`config.mk`:
```
export PLATFORM = sky130hd
export DESIGN_NAME = game_sequencer
export DESIGN_NICKNAME = d
export VERILOG_FILES = /design/src/rtl/game_pkg.sv /design/src/rtl/frame_timer.sv /design/src/rtl/game_sequencer.sv
export SDC_FILE = /design/constraint.sdc
export NUM_CORES = 1
export LEC_CHECK = 0
export BUFFER_PORTS_ARGS = -buffer_cell sky130_fd_sc_hd__buf_2
export CORE_MARGIN = 2
export CORE_UTILIZATION = 30
export DETAILED_ROUTE_END_ITERATION = 12
export PLACE_DENSITY = 0.51
export SYNTH_ARGS = -nofsm -noshare
export SYNTH_HDL_FRONTEND = slang
export SYNTH_SLANG_ARGS = --single-unit
```
`constraint.sdc`:
```
create_clock -name clk -period 3.35 [get_ports clk]
set_input_delay 0.335 -clock clk [delete_from_list [all_inputs] [get_ports clk]]
set_output_delay 0.335 -clock clk [all_outputs]
set_load 0.02 [all_outputs]
```
`src/rtl/game_pkg.sv`:
```
// game_pkg: constants shared by the game-flow blocks.
//   state_t  - 3-bit game state carried on the game_state bus.
//              WELCOME=0, START=1, PLAY=2, PAUSE=3, FINISH=4.
//              Encodings 5..7 are unused.
// player_move and the renderer import these names so that every consumer
// decodes game_state the same way.
package game_pkg;

    typedef enum logic [2:0] {
        WELCOME = 3'd0,
        START   = 3'd1,
        PLAY    = 3'd2,
        PAUSE   = 3'd3,
        FINISH  = 3'd4
    } state_t;

    localparam int STATE_W = 3;

endpackage

```
`src/rtl/frame_timer.sv`:
```
// frame_timer: turns vsync into a frame tick and counts frames within a
// game second.
//   clk, reset  - system clock, synchronous active-high reset
//   vsync       - active-low vsync pulse, synchronous to clk
//   run         - frame counter advances on frame ticks while high
//   clear       - zeroes the frame counter (wins over run)
//   frame_tick  - registered one-cycle pulse per vsync falling edge
//   sec_tick    - frame_tick on the last frame of a second
module frame_timer #(
    parameter int FRAMES_PER_SEC = 60
) (
    input  logic clk,
    input  logic reset,
    input  logic vsync,
    input  logic run,
    input  logic clear,
    output logic frame_tick,
    output logic sec_tick
);

    localparam int            CW   = $clog2(FRAMES_PER_SEC);
    localparam logic [CW-1:0] LAST = CW'(FRAMES_PER_SEC - 1);

    logic          vsync_q,      vsync_d;
    logic          frame_tick_q, frame_tick_d;
    logic [CW-1:0] count_q,      count_d;

    always_comb begin
        // NOTE: every always_comb output gets a default first, so no path
        // leaves it unassigned and no latch is inferred.
        vsync_d      = vsync;
        frame_tick_d = vsync_q & ~vsync;
        count_d      = count_q;
        if (clear) begin
            count_d = '0;
        end else if (run && frame_tick_q) begin
            count_d = (count_q == LAST) ? '0 : count_q + CW'(1);
        end
    end

    // vsync history resets high so a vsync held low through reset is not
    // mistaken for a fresh falling edge.
    always_ff @(posedge clk) begin
        // NOTE: state registers use non-blocking assignments so every flop
        // samples the pre-edge values regardless of statement order.
        if (reset) begin
            vsync_q      <= 1'b1;
            frame_tick_q <= 1'b0;
            count_q      <= '0;
        end else begin
            vsync_q      <= vsync_d;
            frame_tick_q <= frame_tick_d;
            count_q      <= count_d;
        end
    end

    assign frame_tick = frame_tick_q;
    assign sec_tick   = frame_tick_q & (count_q == LAST);

endmodule

```
`src/rtl/game_sequencer.sv`:
```
// game_sequencer: game-flow controller.
// Steps WELCOME -> START countdown -> PLAY <-> PAUSE -> FINISH -> WELCOME
// and keeps the round clock.
//   clk, reset  - system clock, synchronous active-high reset
//   vsync       - active-low vsync pulse
//   start_btn   - debounced start button (level)
//   pause_btn   - debounced pause button (level)
//   game_state  - current state (game_pkg::state_t encoding)
//   frame_tick  - one-cycle pulse per vsync falling edge
//   countdown   - seconds left in START, 0 elsewhere
//   time_left   - round seconds remaining
//   round_done  - one-cycle pulse in the first FINISH cycle
module game_sequencer
    import game_pkg::*;
#(
    parameter int FRAMES_PER_SEC = 60,
    parameter int START_SECONDS  = 3,
    parameter int GAME_SECONDS   = 180
) (
    input  logic       clk,
    input  logic       reset,
    input  logic       vsync,
    input  logic       start_btn,
    input  logic       pause_btn,
    output logic [2:0] game_state,
    output logic       frame_tick,
    output logic [1:0] countdown,
    output logic [7:0] time_left,
    output logic       round_done
);

    localparam logic [1:0] START_LOAD = 2'(START_SECONDS);
    localparam logic [7:0] GAME_LOAD  = 8'(GAME_SECONDS);

    state_t     state_q,      state_d;
    logic [1:0] countdown_q,  countdown_d;
    logic [7:0] time_left_q,  time_left_d;
    logic       round_done_q, round_done_d;
    logic       start_q,      pause_q;
    logic       start_rise,   pause_rise;
    logic       sec_tick,     run,         clear;

    assign start_rise = start_btn & ~start_q;
    assign pause_rise = pause_btn & ~pause_q;

    // Frames only count toward a second while the clock is live; any state
    // change restarts the second, so a resumed pause gets a full second.
    assign run   = (state_q == START) || (state_q == PLAY);
    assign clear = (state_d != state_q);

    frame_timer #(
        .FRAMES_PER_SEC(FRAMES_PER_SEC)
    ) u_frame_timer (
        .clk       (clk),
        .reset     (reset),
        .vsync     (vsync),
        .run       (run),
        .clear     (clear),
        .frame_tick(frame_tick),
        .sec_tick  (sec_tick)
    );

    always_comb begin
        state_d      = state_q;
        countdown_d  = countdown_q;
        time_left_d  = time_left_q;
        round_done_d = 1'b0;
        case (state_q)
            WELCOME: begin
                if (start_rise) begin
                    state_d     = START;
                    countdown_d = START_LOAD;
                    time_left_d = GAME_LOAD;
                end
            end
            START: begin
                if (sec_tick) begin
                    countdown_d = countdown_q - 2'd1;
                    if (countdown_q == 2'd1) begin
                        state_d = PLAY;
                    end
                end
            end
            PLAY: begin
                if (sec_tick) begin
                    time_left_d = time_left_q - 8'd1;
                end
                // Running out of time beats a pause press on the same edge.
                if (sec_tick && (time_left_q == 8'd1)) begin
                    state_d      = FINISH;
                    round_done_d = 1'b1;
                end else if (pause_rise) begin
                    state_d = PAUSE;
                end
            end
            PAUSE: begin
                if (pause_rise) begin
                    state_d = PLAY;
                end
            end
            FINISH: begin
                if (start_rise) begin
                    state_d     = WELCOME;
                    time_left_d = GAME_LOAD;
                end
            end
            default: begin
                state_d     = WELCOME;
                countdown_d = 2'd0;
            end
        endcase
    end

    // Button history resets high so a button held through reset gives no edge.
    always_ff @(posedge clk) begin
        if (reset) begin
            state_q      <= WELCOME;
            countdown_q  <= 2'd0;
            time_left_q  <= GAME_LOAD;
            round_done_q <= 1'b0;
            start_q      <= 1'b1;
            pause_q      <= 1'b1;
        end else begin
            state_q      <= state_d;
            countdown_q  <= countdown_d;
            time_left_q  <= time_left_d;
            round_done_q <= round_done_d;
            start_q      <= start_btn;
            pause_q      <= pause_btn;
        end
    end

    assign game_state = state_q;
    assign countdown  = countdown_q;
    assign time_left  = time_left_q;
    assign round_done = round_done_q;

endmodule

```
# [After elaboration in Yosys (flattened, before gate mapping)]
# Index checks and enable logic that the tools add are counted.
[totals] inputBits=5 register_bits=24 out_inout_bits=15
[op_classes] n_bitwise=9 eq_ne=12 muxes=16 addsub=3 n_reduce_logical=11
[op_table] op="3-bit 2-to-1 mux" count=7
[op_table] op="8-bit 2-to-1 mux" count=2
[op_table] op="8-bit one-hot mux with 2 select lines" count=1
[op_table] op="3-bit one-hot mux with 5 select lines" count=1
[op_table] op="8-bit by 1-bit equality test with 1-bit output (second input constant)" count=1
[op_table] op="8-bit by 1-bit subtractor with 8-bit output (second input constant)" count=1
[op_table] op="6-bit by 1-bit adder with 6-bit output (second input constant)" count=1
[op_table] op="3-bit by 2-bit equality test with 1-bit output (second input constant)" count=2
[op_table] op="6-bit equality test (second input constant)" count=1
[op_table] op="6-bit 2-to-1 mux" count=1
[op_table] op="2-bit != test (second input constant)" count=3
[op_table] op="2-bit one-hot mux with 3 select lines" count=1
[op_table] op="3-bit AND reduction" count=2
[op_table] op="2-bit OR reduction" count=3
[op_table] op="1-bit NOT" count=5
[op_table] op="1-bit bitwise AND" count=4
[op_table] op="2-bit 2-to-1 mux" count=2
[op_table] op="3-bit by 1-bit equality test with 1-bit output (second input constant)" count=1
[op_table] op="3-bit equality test (second input constant)" count=1
[op_table] op="3-bit zero test" count=1
[op_table] op="3-bit != test" count=1
[op_table] op="3-bit OR reduction" count=1
[op_table] op="2-bit by 1-bit equality test with 1-bit output (second input constant)" count=1
[op_table] op="1-bit logical AND" count=2
[op_table] op="other kinds (5)" count=5

# [Longest topological paths before layout]
# Gate-level depths: netlist (run 1).
[depth] word_depth=7 mapped_depth=7 mapped_depth_nobuf=7

# [Hierarchy]
# Synthesis (run 1) repeated with hierarchy kept, for this count alone.
[unflattened] cells_unflattened=141 area_unflattened_um2=1219.9
[modules_own_cells] module="game_sequencer" area_per_inst_um2=854.6 cells_each=100 instances=1
[modules_own_cells] module="frame_timer" area_per_inst_um2=365.4 cells_each=41 instances=1

# [Worst setup path before layout (run 1)]
# Ideal clock, no wire load.
[synth_path] kind="register to register" startpoint="register state_q[0], in the netlist game_state[0]" endpoint="register u_frame_timer.count_q[5]" required_time_ns=3.274 setup_time_ns=0.076 arrival_time_ns=1.865 path_stages_with_launch=7 slack_ns=1.409 path_buffers=1 path_cell_list="dfxtp_1 -> clkbuf_1 -> nor2_1 -> o2bb2ai_1 -> a32o_4 -> or4b_4 -> a22oi_2"
[synth_via] elab_chain_len=5 elab_cells_between_ends=17
[synth_lines] element="start, declared" line_no="game_sequencer.sv:35" rtl="state_t state_q, state_d;"
[synth_lines] element="start signal, assigned" line_no="game_sequencer.sv:124" rtl="state_q <= state_d;"
[synth_lines] element="3-bit 2-to-1 mux (on tied branches)" line_no="game_sequencer.sv:92, game_sequencer.sv:79"
[synth_lines] element="3-bit 2-to-1 mux (on tied branches)" line_no="game_sequencer.sv:89, game_sequencer.sv:77"
[synth_lines] element="3-bit one-hot mux with 5 select lines" line_no="game_sequencer.sv:68" rtl="case (state_q)"
[synth_lines] element="3-bit != test" line_no="game_sequencer.sv:49" rtl="assign clear = (state_d != state_q);"
[synth_lines] element="2-bit OR reduction (no source line)"
[synth_lines] element="end signal, assigned" line_no="frame_timer.sv:53" rtl="count_q <= count_d;"
[synth_lines] element="end, declared" line_no="frame_timer.sv:26" rtl="logic [CW-1:0] count_q, count_d;"
# Several ways; a longest one is shown, not always the timed one.
# A chain may end at the register's enable or synchronous reset.

# [Worst setup path after layout (run 1)]
[layout_path] startpoint="register state_q[1], in the netlist game_state[1]" endpoint="register time_left_q[5], in the netlist time_left[5]"
[layout_via] elab_chain_len=4 elab_cells_between_ends=9
[layout_lines] element="3-bit equality test / 3-bit zero test (equally long branches)" line_no="game_sequencer.sv:68"
[layout_lines] element="2-bit OR reduction (no source line)"
[layout_lines] element="2-bit by 1-bit != test with 1-bit output (no source line) / 2-bit nonzero test (equally long branches)"
[layout_lines] element="3-bit AND reduction (no source line)"
[layout_lines] element="end signal, assigned" line_no="game_sequencer.sv:126" rtl="time_left_q <= time_left_d;"
[layout_lines] element="end, declared" line_no="game_sequencer.sv:37" rtl="logic [7:0] time_left_q, time_left_d;"
# Several ways; a longest one is shown, not always the timed one.

==> run_results.csv, run 1 <==
group,metric,value,unit
critical_path,r2r_start,"game_state[1]$_SDFF_PP0_",
global_route,grtUsageTotal,12.46,%
floorplan,coreArea,4058,um2
job,maxCapViolCount,0,
synth,ys_ff_latch,24,
layout,layout.nets,180,
floorplan,die-area,4841,um2
place,dp_hpwl,2236,um
synth,yosys-top-cells-area,"dfxtp_1 (37%), xnor2_1 (4.8%), nand2_1 (4.7%), nor2_1 (4.1%), ha_1 (3.9%)",
critical_path,worst_r2r_endpoint,"time_left[5]$_SDFFE_PP1P_",
layout,final_common_cell,"dfxtp_1",
route,firstDrtPassIters,4,
synth,ys_types,41,
layout,n_antenna_cell,0,
global_route,grt_pass1_vias,1062,
global_route,grt_pass1_wl,4974,um
route,drt-total-wl,2953,um
power_and_ir_drop,pwr_density_cell,374.5,nW/um2
clock_tree,post_cts_buffers,0,
critical_path,end_kind,"flop",
sta,relSlewSlack,58.07,%
sta,drv_slew,0,
layout,mostFrequentLayoutCells,"dfxtp_1 (24), buf_2 (19), nand2_1 (16)",
floorplan,die_w,69.58,um
critical_path,r2r_slack,1.21,ns
clock_tree,cts_tree,"done",
layout,n_fill_cell,433,
layout,drive_gt1_share,20.59,%
clock_tree,clkSlewWorstSetupHoldPaths,0.09,ns
global_route,grt_start_max_net_pins,19,
critical_path,start_kind,"flop",
power_and_ir_drop,peakVddDrop,0.0001617,V
sta,fmax,0.4669,GHz
global_route,antenna_found_initial,0,
floorplan,rows,23,
run_status,status,"finished, final reports clean",
clock_tree,cts_buffer_depth,2,
clock_tree,cts_max_level,1,
critical_path,required,3.49,ns
sta,rsz0062_at_grt,"false",
place,pre_cts_slack,1.217,ns
clock_tree,numClockSinks,24,
critical_path,critPathCapture,"time_left[5]$_SDFFE_PP1P_",
route,wl_per_cell,13.42,um
clock_tree,cts-buffers-inserted,3,
critical_path,crit_type,"flop to flop",
floorplan,io_pins,20,
sta,setup_slack,1.208,ns
synth,ys_seq_area_share,37.25,%
synth,syn-instance-count,152,
power_and_ir_drop,leakagePower,0.5527,nW
hold_path,min_path_type,"input pin to flop",
sta,final.period_utilization,63.94,%
layout,utilization,36.57,%
place,place_congestion,0.8450,
synth,avgSynthCellArea,8.487,um2
sta,worstMarginPinSlew,0.6281,ns
clock_tree,clock_latency,0.27,ns
clock_tree,ctsResizeCount,0,
route,via_per_inst,5.118,
clock_tree,clock-root-buffer,"clkbuf_8",
layout,regArea,480.5,um2
route,final_antenna_net_count,0,
critical_path,critical_path.startpoint,"game_state[1]$_SDFF_PP0_",
synth,yosysTopAreaCell,"dfxtp_1",
layout,synthToLayoutAreaGrowth,15.03,%
critical_path,worst-endpoint-arrival,2.28,ns
clock_tree,ctsHoldBuffers,0,
global_route,grt-ovfl-total,0,
critical_path,rr_worst_depth,5,
sta,layout_min_cycle_time,2.142,ns
sta,finalSetupTns,0,ns
synth,synth_nets,161,
route,remaining_drc_errors,0,
synth,synth_top_cell_area_share,37.25,%
sta,setup_viol,0,
critical_path,path_max_fanout,15,
route,num_vias,1126,
route,drt_iter0_drc,56,
sta,hold_viol,0,
sta,skew,0.009705,ns
floorplan,die_h,69.58,um
layout,multi_input_area,757.0,um2
floorplan,initial_core_util,31.79,%
place,io_buffers,19,
synth,yosysWarnings,0,
synth,mappedNetlistArea,1290,um2
[worst min path at each step]
stage               cells after the start                              from                                   to  slack [ns]
finish                                  2                         pause_btn                   pause_q$_SDFF_PP1_        0.26
global route                            2                         pause_btn                   pause_q$_SDFF_PP1_        0.25
CTS                                     2                         pause_btn                   pause_q$_SDFF_PP1_        0.26
detailed placement                      2  u_frame_timer.vsync_q$_SDFF_PP1_  u_frame_timer.frame_tick$_SDFF_PP0_        0.40
global placement                        2  u_frame_timer.vsync_q$_SDFF_PP1_  u_frame_timer.frame_tick$_SDFF_PP0_        0.40
floorplan                               2  u_frame_timer.vsync_q$_SDFF_PP1_  u_frame_timer.frame_tick$_SDFF_PP0_        0.39
[kinds of logic after synthesis]
group / share of synthesized area, %
flops: 37.25
buf+inv: 4.074
xor+xnor: 6.790
simple gates: 27.45
compound gates: 20.56
fa+ha+maj: 3.880
[metal layers]
layer / part of all wire (%) / routed length (um) / vias up / GRT usage (%)
met4: 0.88 / 26 / 0 / 4.139
met5: 0 / 0 / - / 0
met2: 48 / 1415 / 18 / 19.76
li1: - / - / 577 / -
met3: 3.0 / 88 / 2 / 1.890
met1: 48 / 1422 / 529 / 17.24
[registers in the layout, indices dropped and copies added, names as in the netlist]
name and cells:
start_q 1, countdown 2, pause_q 1, u_frame_timer.count_q 6, u_frame_timer.vsync_q 1, time_left 8, game_state 3, round_done 1
u_frame_timer.frame_tick 1
[report_power, final]
part           internal [W]  total [W]  leakage, nW  switching (W)
sequential         0.000292   0.000301        0.195     0.00000881
clock              0.000105   0.000200       0.0288      0.0000952
combinational     0.0000233  0.0000545        0.329      0.0000312
[cell usage after synthesis, drive strengths merged]
cell type   n
nor4        2
a2111oi     2
or3         5
or4b        1
o2bb2ai     1
o211ai      2
a22oi       1
xnor2       7
or2         5
ha          4
clkbuf      5
o21a        1
nor2b       3
a211oi      4
a21oi       8
o31ai       2
nor3        3
o21ai       4
nand3       7
a21o        3
xor2        3
nand3b      2
o221ai      1
a32o        1
nand2b      1
o2111a      1
a311o       1
nand2      16
dfxtp      24
nor2       14
a21boi      3
and4b       1
inv         9
and2        1
nand4       2
and3        2
[worst max-delay path: stages (launching register included)]
cell,delay (ns)
dfxtp_1,0.61
nor2b_1,0.33
nand3_1,0.23
a2111oi_0,0.59
xnor2_1,0.19
nand2_1,0.07
[layout make-up]
class | instances | area share, %
Timing Repair Buffer | 19 | 6.408
Inverter | 9 | 2.277
Clock buffer | 4 | 3.710
Tap cell | 50 | 4.216
Sequential cell | 24 | 32.38
Multi-Input combinational cell | 114 | 51.01
[stage by stage]
stage	std cells	power [W]	hold WS, ns	instance area (um2)
CTS	220	0.0005587	0.2595	1484
global route	220	0.0005833	0.2498	1484
detailed placement	216	0.0003623	0.3998	1429
floorplan	152	0.0003461	0.3924	1290
global placement	216	0.0003620	0.3996	1429
finish	220	0.0005557	0.2564	1484
(Power assumes the default switching activity.)
==> run 2: changes to the inputs <==
--- a/config.mk
+++ b/config.mk
@@ -5,11 +5,12 @@
 export SDC_FILE = /design/constraint.sdc
 export NUM_CORES = 1
 export LEC_CHECK = 0
+export ABC_AREA = 1
 export BUFFER_PORTS_ARGS = -buffer_cell sky130_fd_sc_hd__buf_2
 export CORE_MARGIN = 2
 export CORE_UTILIZATION = 30
 export DETAILED_ROUTE_END_ITERATION = 12
-export PLACE_DENSITY = 0.51
+export PLACE_DENSITY = 0.52
 export SYNTH_ARGS = -nofsm -noshare
 export SYNTH_HDL_FRONTEND = slang
 export SYNTH_SLANG_ARGS = --single-unit
==> constraint.sdc (replaced) <==
create_clock -name clk -period 1.8 [get_ports clk]
set_input_delay 0.18 -clock clk [delete_from_list [all_inputs] [get_ports clk]]
set_output_delay 0.18 -clock clk [all_outputs]
set_load 0.02 [all_outputs]
==> run 2 against run 1 <==
  * Core utilization up 0.10 points
  * Critical endpoint is now u_frame_timer.count_q[4]$_SDFFE_PP0P_
  * Critical path type unchanged
  * Cell area up 8.3%
  * Clock skew down 0.0074 ns
  * Highest routed layer unchanged
  * Largest power group unchanged
  * Area after synthesis up 6.2%
==> run_results.csv, run 2 <==
group,metric,value,unit
synth,yosys-top-cells-area,"dfxtp_1 (35%), nand2_1 (9.9%), nand3_1 (8.4%), nor2_1 (7.4%), inv_1 (7.1%)",
global_route,grt_start_max_net_pins,14,
route,remaining_drc_errors,0,
global_route,antenna_found_initial,0,
layout,stdcell_area,1608,um2
layout,mostFrequentLayoutCells,"nand2_1 (36), nor2_1 (27), inv_1 (26)",
critical_path,path_max_fanout,7,
floorplan,io_pins,20,
sta,final.period_utilization,89.78,%
synth,mappedNetlistArea,1370,um2
clock_tree,cts_tree,"done",
clock_tree,cts_buffer_depth,2,
critical_path,crit_chain,"ha_4, nand3_2, nor3_4, nand2_2, inv_1, nand2_1, nand2_1, inv_1, nand3_2, nor2_1",
clock_tree,cts-buffers-inserted,3,
sta,setup_viol,0,
clock_tree,ctsHoldBuffers,0,
critical_path,crit_type,"flop to flop",
layout,n_fill_cell,482,
run_status,status,"finished, final reports clean",
sta,hold_viol,0,
critical_path,slowest_delay,0.40,ns
synth,post-synth-top-count-cell,"nand2_1",
layout,synthToLayoutAreaGrowth,17.35,%
synth,yosysWarnings,0,
sta,fmax,0.6188,GHz
place,io_buffers,19,
synth,synth_nets,209,
place,place_congestion,0.8030,
layout,largest_reg_flops,8,
clock_tree,post_cts_buffers,0,
critical_path,worst-endpoint-arrival,1.79,ns
route,num_vias,1283,
synth,ys.flop_type,"dfxtp_1",
synth,yosysTopAreaCell,"dfxtp_1",
clock_tree,clkSlewWorstSetupHoldPaths,0.09,ns
critical_path,end_kind,"flop",
layout,multi_input_area,774.5,um2
floorplan,die-area,5124,um2
clock_tree,clock_latency,0.27,ns
synth,ys_ff_latch,24,
floorplan,die_w,71.58,um
clock_tree,clock-root-buffer,"clkbuf_8",
synth,synth-edff-count,0,
sta,drv_slew,0,
sta,worstMarginPinSlew,0.4503,ns
route,drt-total-wl,3198,um
global_route,grt-ovfl-total,0,
power_and_ir_drop,leakagePower,0.7267,nW
layout,n_antenna_cell,0,
synth,synth_common_cells,"nand2_1 (36), nor2_1 (27), inv_1 (26)",
sta,skew,0.002318,ns
floorplan,rows,24,
clock_tree,numClockSinks,24,
power_and_ir_drop,power,0.001120,W
place,placed_area,1530,um2
route,drt_iter0_drc,83,
critical_path,start_kind,"flop",
route,via_per_inst,4.665,
sta,finalSetupTns,0,ns
place,dp_hpwl,2439,um
clock_tree,cts_max_level,1,
synth,ys_seq_area_share,35.07,%
route,final_antenna_net_count,0,
global_route,grt_pass1_wl,5485,um
critical_path,required,1.97,ns
route,wl_per_cell,11.63,um
synth,ys_types,25,
sta,holdWs,0.09038,ns
synth,async_flop_share,0,%
sta,layout_min_cycle_time,1.616,ns
global_route,grt_pass1_vias,1241,
sta,relSlewSlack,69.87,%
route,firstDrtPassIters,4,
power_and_ir_drop,pwr_density_cell,696.7,nW/um2
floorplan,die_h,71.58,um
layout,layout.nets,233,
layout,regArea,485.5,um2
synth,syn-instance-count,200,
floorplan,coreArea,4384,um2
synth,avgSynthCellArea,6.850,um2
layout,final_common_cell,"nand2_1",
critical_path,slowest_stage,"dfxtp_4",
layout,drive_gt1_share,22.42,%
global_route,grtUsageTotal,13.44,%
sta,rsz0062_at_grt,"false",
floorplan,initial_core_util,31.25,%
synth,synth_top_cell_area_share,35.07,%
power_and_ir_drop,peakVddDrop,0.0002808,V
job,maxCapViolCount,0,
hold_path,min_path_type,"input pin to flop",
[run 2: timing repair]
action,4_1_cts,5_1_grt
gates resized for setup,0,7
hold endpoints to repair,0,0
endpoints found under the setup margin,0,15
[run 2: per-layer routing]
metal | global-route usage [%] | routed length [um]
met4 | 4.193 | 24
met5 | 0 | 0
met1 | 18.21 | 1579
met3 | 2.672 | 86
met2 | 21.60 | 1506
[run 2: path summary, 6_finish.rpt]
path | cells past startpoint | from | to | slack (ns)
setup / recovery | 10 | u_frame_timer.count_q[0]$_SDFFE_PP0P_ | u_frame_timer.count_q[4]$_SDFFE_PP0P_ | 0.18
hold / removal | 3 | start_btn | start_q$_SDFF_PP1_ | 0.09
setup reg to reg | 10 | u_frame_timer.count_q[0]$_SDFFE_PP0P_ | u_frame_timer.count_q[4]$_SDFFE_PP0P_ | 0.18
hold reg to reg | 2 | u_frame_timer.vsync_q$_SDFF_PP1_ | u_frame_timer.frame_tick$_SDFF_PP0_ | 0.42
[run 2: report_power, final]
group | switching [W] | internal, W
clock | 0.000182 | 0.000196
combinational | 0.000111 | 0.0000598
sequential | 0.0000216 | 0.000550
total | 0.000314 | 0.000806
[run 2: kinds of logic after synthesis]
kind of cell,after synthesis,synth area share [%]
xor+xnor,6,3.836
compound gates,26,10.14
fa+ha+maj,4,3.653
buf+inv,33,9.679
simple gates,107,37.63
flops,24,35.07
[run 2: area by class of cell]
class | instances | area share [%]
well taps | 52 | 4.047
multi-input cells | 143 | 48.17
repair buffers | 21 | 6.848
clock buffers | 4 | 3.424
flip-flops and latches | 24 | 30.19
inverters | 31 | 7.315
[run 2: stage by stage]
| stage | cells | setup WS (ns) | util [%] |
|---|---|---|---|
| final | 275 | 0.1840 | 36.67 |
| after global routing | 275 | 0.008010 | 36.67 |
| after CTS | 275 | 0.02014 | 36.16 |
| after detailed placement | 271 | 0.05762 | 34.90 |
| after global placement | 271 | 0.08020 | 34.90 |
| after floorplan | 200 | 0.3287 | - |
[run 2: critical path, delay by kind of cell (launching register included)]
family,cells,cell delay (ns)
simple gates,7,0.83
fa+ha+maj,1,0.16
flops,1,0.40
buf+inv,2,0.11
==> run 3: changes to the inputs <==
--- a/config.mk
+++ b/config.mk
@@ -10,7 +10,7 @@
 export CORE_MARGIN = 2
 export CORE_UTILIZATION = 30
 export DETAILED_ROUTE_END_ITERATION = 12
-export PLACE_DENSITY = 0.52
+export PLACE_DENSITY = 0.5
 export SYNTH_ARGS = -nofsm -noshare
 export SYNTH_HDL_FRONTEND = slang
 export SYNTH_SLANG_ARGS = --single-unit
==> constraint.sdc (replaced) <==
create_clock -name clk -period 1.6 [get_ports clk]
set_input_delay 0.16 -clock clk [delete_from_list [all_inputs] [get_ports clk]]
set_output_delay 0.16 -clock clk [all_outputs]
set_load 0.02 [all_outputs]
==> run 3 against run 2 <==
  * Cell area increased by 5.0%
  * First-iteration DRC count fell by 24%
  * Worst setup slack worse by 0.048 ns
  * Clock skew is 0.0027 ns higher
  * Sequential cell count unchanged
  * Global-route usage about the same
  * Via count increased by 2.7%
  * Wire length down 1.5%
==> run_results.csv, run 3 (synthesized netlist as in run 2, its figures left out) <==
group,metric,value,unit
run_status,status,"finished, final reports clean",
clock_tree,clock_latency,0.27,ns
place,dp_hpwl,2501,um
critical_path,start_kind,"flop",
critical_path,path_max_fanout,4,
power_and_ir_drop,leakagePower,0.7622,nW
critical_path,crit_type,"flop to flop",
sta,skew,0.004988,ns
hold_path,min_path_type,"input pin to flop",
clock_tree,clkSlewWorstSetupHoldPaths,0.09,ns
power_and_ir_drop,switching_power,0.0003501,W
sta,setup_viol,0,
critical_path,worst-endpoint-arrival,1.63,ns
sta,hold_viol,0,
route,firstDrtPassIters,4,
sta,relSlewSlack,71.54,%
critical_path,slowest_delay,0.39,ns
global_route,grt_pass1_wl,5561,um
clock_tree,cts_tree,"done",
clock_tree,cts-buffers-inserted,3,
sta,layout_min_cycle_time,1.464,ns
place,io_buffers,19,
place,place_congestion,0.8242,
sta,fmax,0.6832,GHz
clock_tree,post_cts_buffers,0,
critical_path,path_buf_inv,1,
layout,n_fill_cell,494,
sta,worstMarginPinSlew,0.4254,ns
layout,mostFrequentLayoutCells,"nand2_1 (36), inv_1 (26), nor2_1 (23)",
route,drt-total-wl,3150,um
route,via_per_inst,4.687,
job,maxCapViolCount,0,
clock_tree,clock-root-buffer,"clkbuf_8",
critical_path,slowest_stage,"dfxtp_1",
route,final_antenna_net_count,0,
layout,final_common_cell,"nand2_1",
layout,utilization,38.50,%
global_route,grtUsageMet1,19.30,%
floorplan,die_w,71.58,um
global_route,antenna_found_initial,0,
global_route,grt_pass1_vias,1238,
floorplan,initial_core_util,31.25,%
floorplan,io_pins,20,
critical_path,crit_chain,"nor2_1, inv_1, o22ai_1, nand2_1, o21ai_0, a21oi_1",
global_route,top_usage_layer,"met2",
sta,drv_slew,0,
global_route,use_met3,1.828,%
global_route,grtUsageTotal,13.41,%
route,remaining_drc_errors,0,
clock_tree,numClockSinks,24,
power_and_ir_drop,seqPwrFrac,46.3,%
place,post-place-cells,277,
power_and_ir_drop,p_comb_share,15.2,%
layout,synthToLayoutAreaGrowth,23.20,%
power_and_ir_drop,pwr_density_cell,818.7,nW/um2
clock_tree,cts_buffer_depth,2,
route,drt_iter0_drc,63,
sta,finalSetupTns,0,ns
clock_tree,cts_max_level,1,
layout,n_antenna_cell,0,
layout,layout.nets,239,
floorplan,coreArea,4384,um2
route,wl_per_cell,11.21,um
global_route,grtUsageMet2,20.27,%
global_route,grt_start_max_net_pins,15,
sta,rsz0062_at_grt,"false",
power_and_ir_drop,peakVddDrop,0.0003468,V
power_and_ir_drop,swShare,25.34,%
global_route,grt-ovfl-total,0,
critical_path,required,1.77,ns
critical_path,end_kind,"flop",
sta,final.period_utilization,91.48,%
layout,drive_gt1_share,27.95,%
power_and_ir_drop,p_clk_share,38.4,%
layout,final_cells,281,
floorplan,die_h,71.58,um
floorplan,die-area,5124,um2
critical_path,cp_top_family,"simple AND/OR/NAND/NOR gates",
layout,largest_reg_flops,8,
route,num_vias,1317,
floorplan,rows,24,
power_and_ir_drop,p_int,0.001032,W
[run 3: worst register-to-register path, stage by stage, from the launching register on]
cell     delay, ns
dfxtp_1       0.39
nor2_1        0.32
inv_1         0.10
o22ai_1       0.21
nand2_1       0.12
o21ai_0       0.17
a21oi_1       0.05
[run 3: timing repair]
action / CTS / global route
gates resized for setup: 0 / 14
hold buffers: 0 / 0
endpoints found under the setup margin: 0 / 16
[run 3: routing by layer]
| metal | part of all wire (%) | vias to the layer above |
|---|---|---|
| li1 | - | 695 |
| met1 | 50 | 591 |
| met2 | 45 | 25 |
| met3 | 3.3 | 6 |
| met4 | 1.6 | 0 |
| met5 | 0 | - |
[run 3: stage by stage]
step	area (um2)	hold slack, ns	total power (W)	worst slack [ns]
after CTS	1647	0.07526	0.001398	0.02161
after global placement	1575	0.3504	0.0008613	0.04086
after floorplan	1370	0.2564	0.0007951	0.1287
after detailed placement	1575	0.3544	0.0008600	0.03319
final	1688	0.07411	0.001382	0.1363
after global routing	1688	0.08204	0.001458	0.001302
[run 3: power by group through the flow]
stage | logic (W) | clock network (W) | registers (W)
global route | 0.000235 | 0.000578 | 0.000645
floorplan | 0.000118 | 0 | 0.000677
CTS | 0.000207 | 0.000551 | 0.000640
finish | 0.000210 | 0.000531 | 0.000640
global placement | 0.000208 | 0 | 0.000653
detailed placement | 0.000207 | 0 | 0.000653
[run 3: layout make-up]
type | count | area [um2] | share of cell area (%)
clock buffers | 3 | 41.29 | 2.446
multi-input cells | 143 | 792.0 | 46.92
clock inverters | 1 | 30.03 | 1.779
inverters | 31 | 117.6 | 6.968
repair buffers | 27 | 155.1 | 9.192
well taps | 52 | 65.06 | 3.855
flip-flops and latches | 24 | 486.7 | 28.84
[run 3: final timing paths]
path	slack, ns	startpoint	cells past startpoint	end
hold reg to reg	0.42	u_frame_timer.vsync_q$_SDFF_PP1_	2	u_frame_timer.frame_tick$_SDFF_PP0_
hold / removal	0.07	start_btn	3	start_q$_SDFF_PP1_
setup / recovery	0.14	game_state[1]$_SDFF_PP0_	6	countdown[1]$_SDFFE_PP0P_
setup reg to reg	0.14	game_state[1]$_SDFF_PP0_	6	countdown[1]$_SDFFE_PP0P_
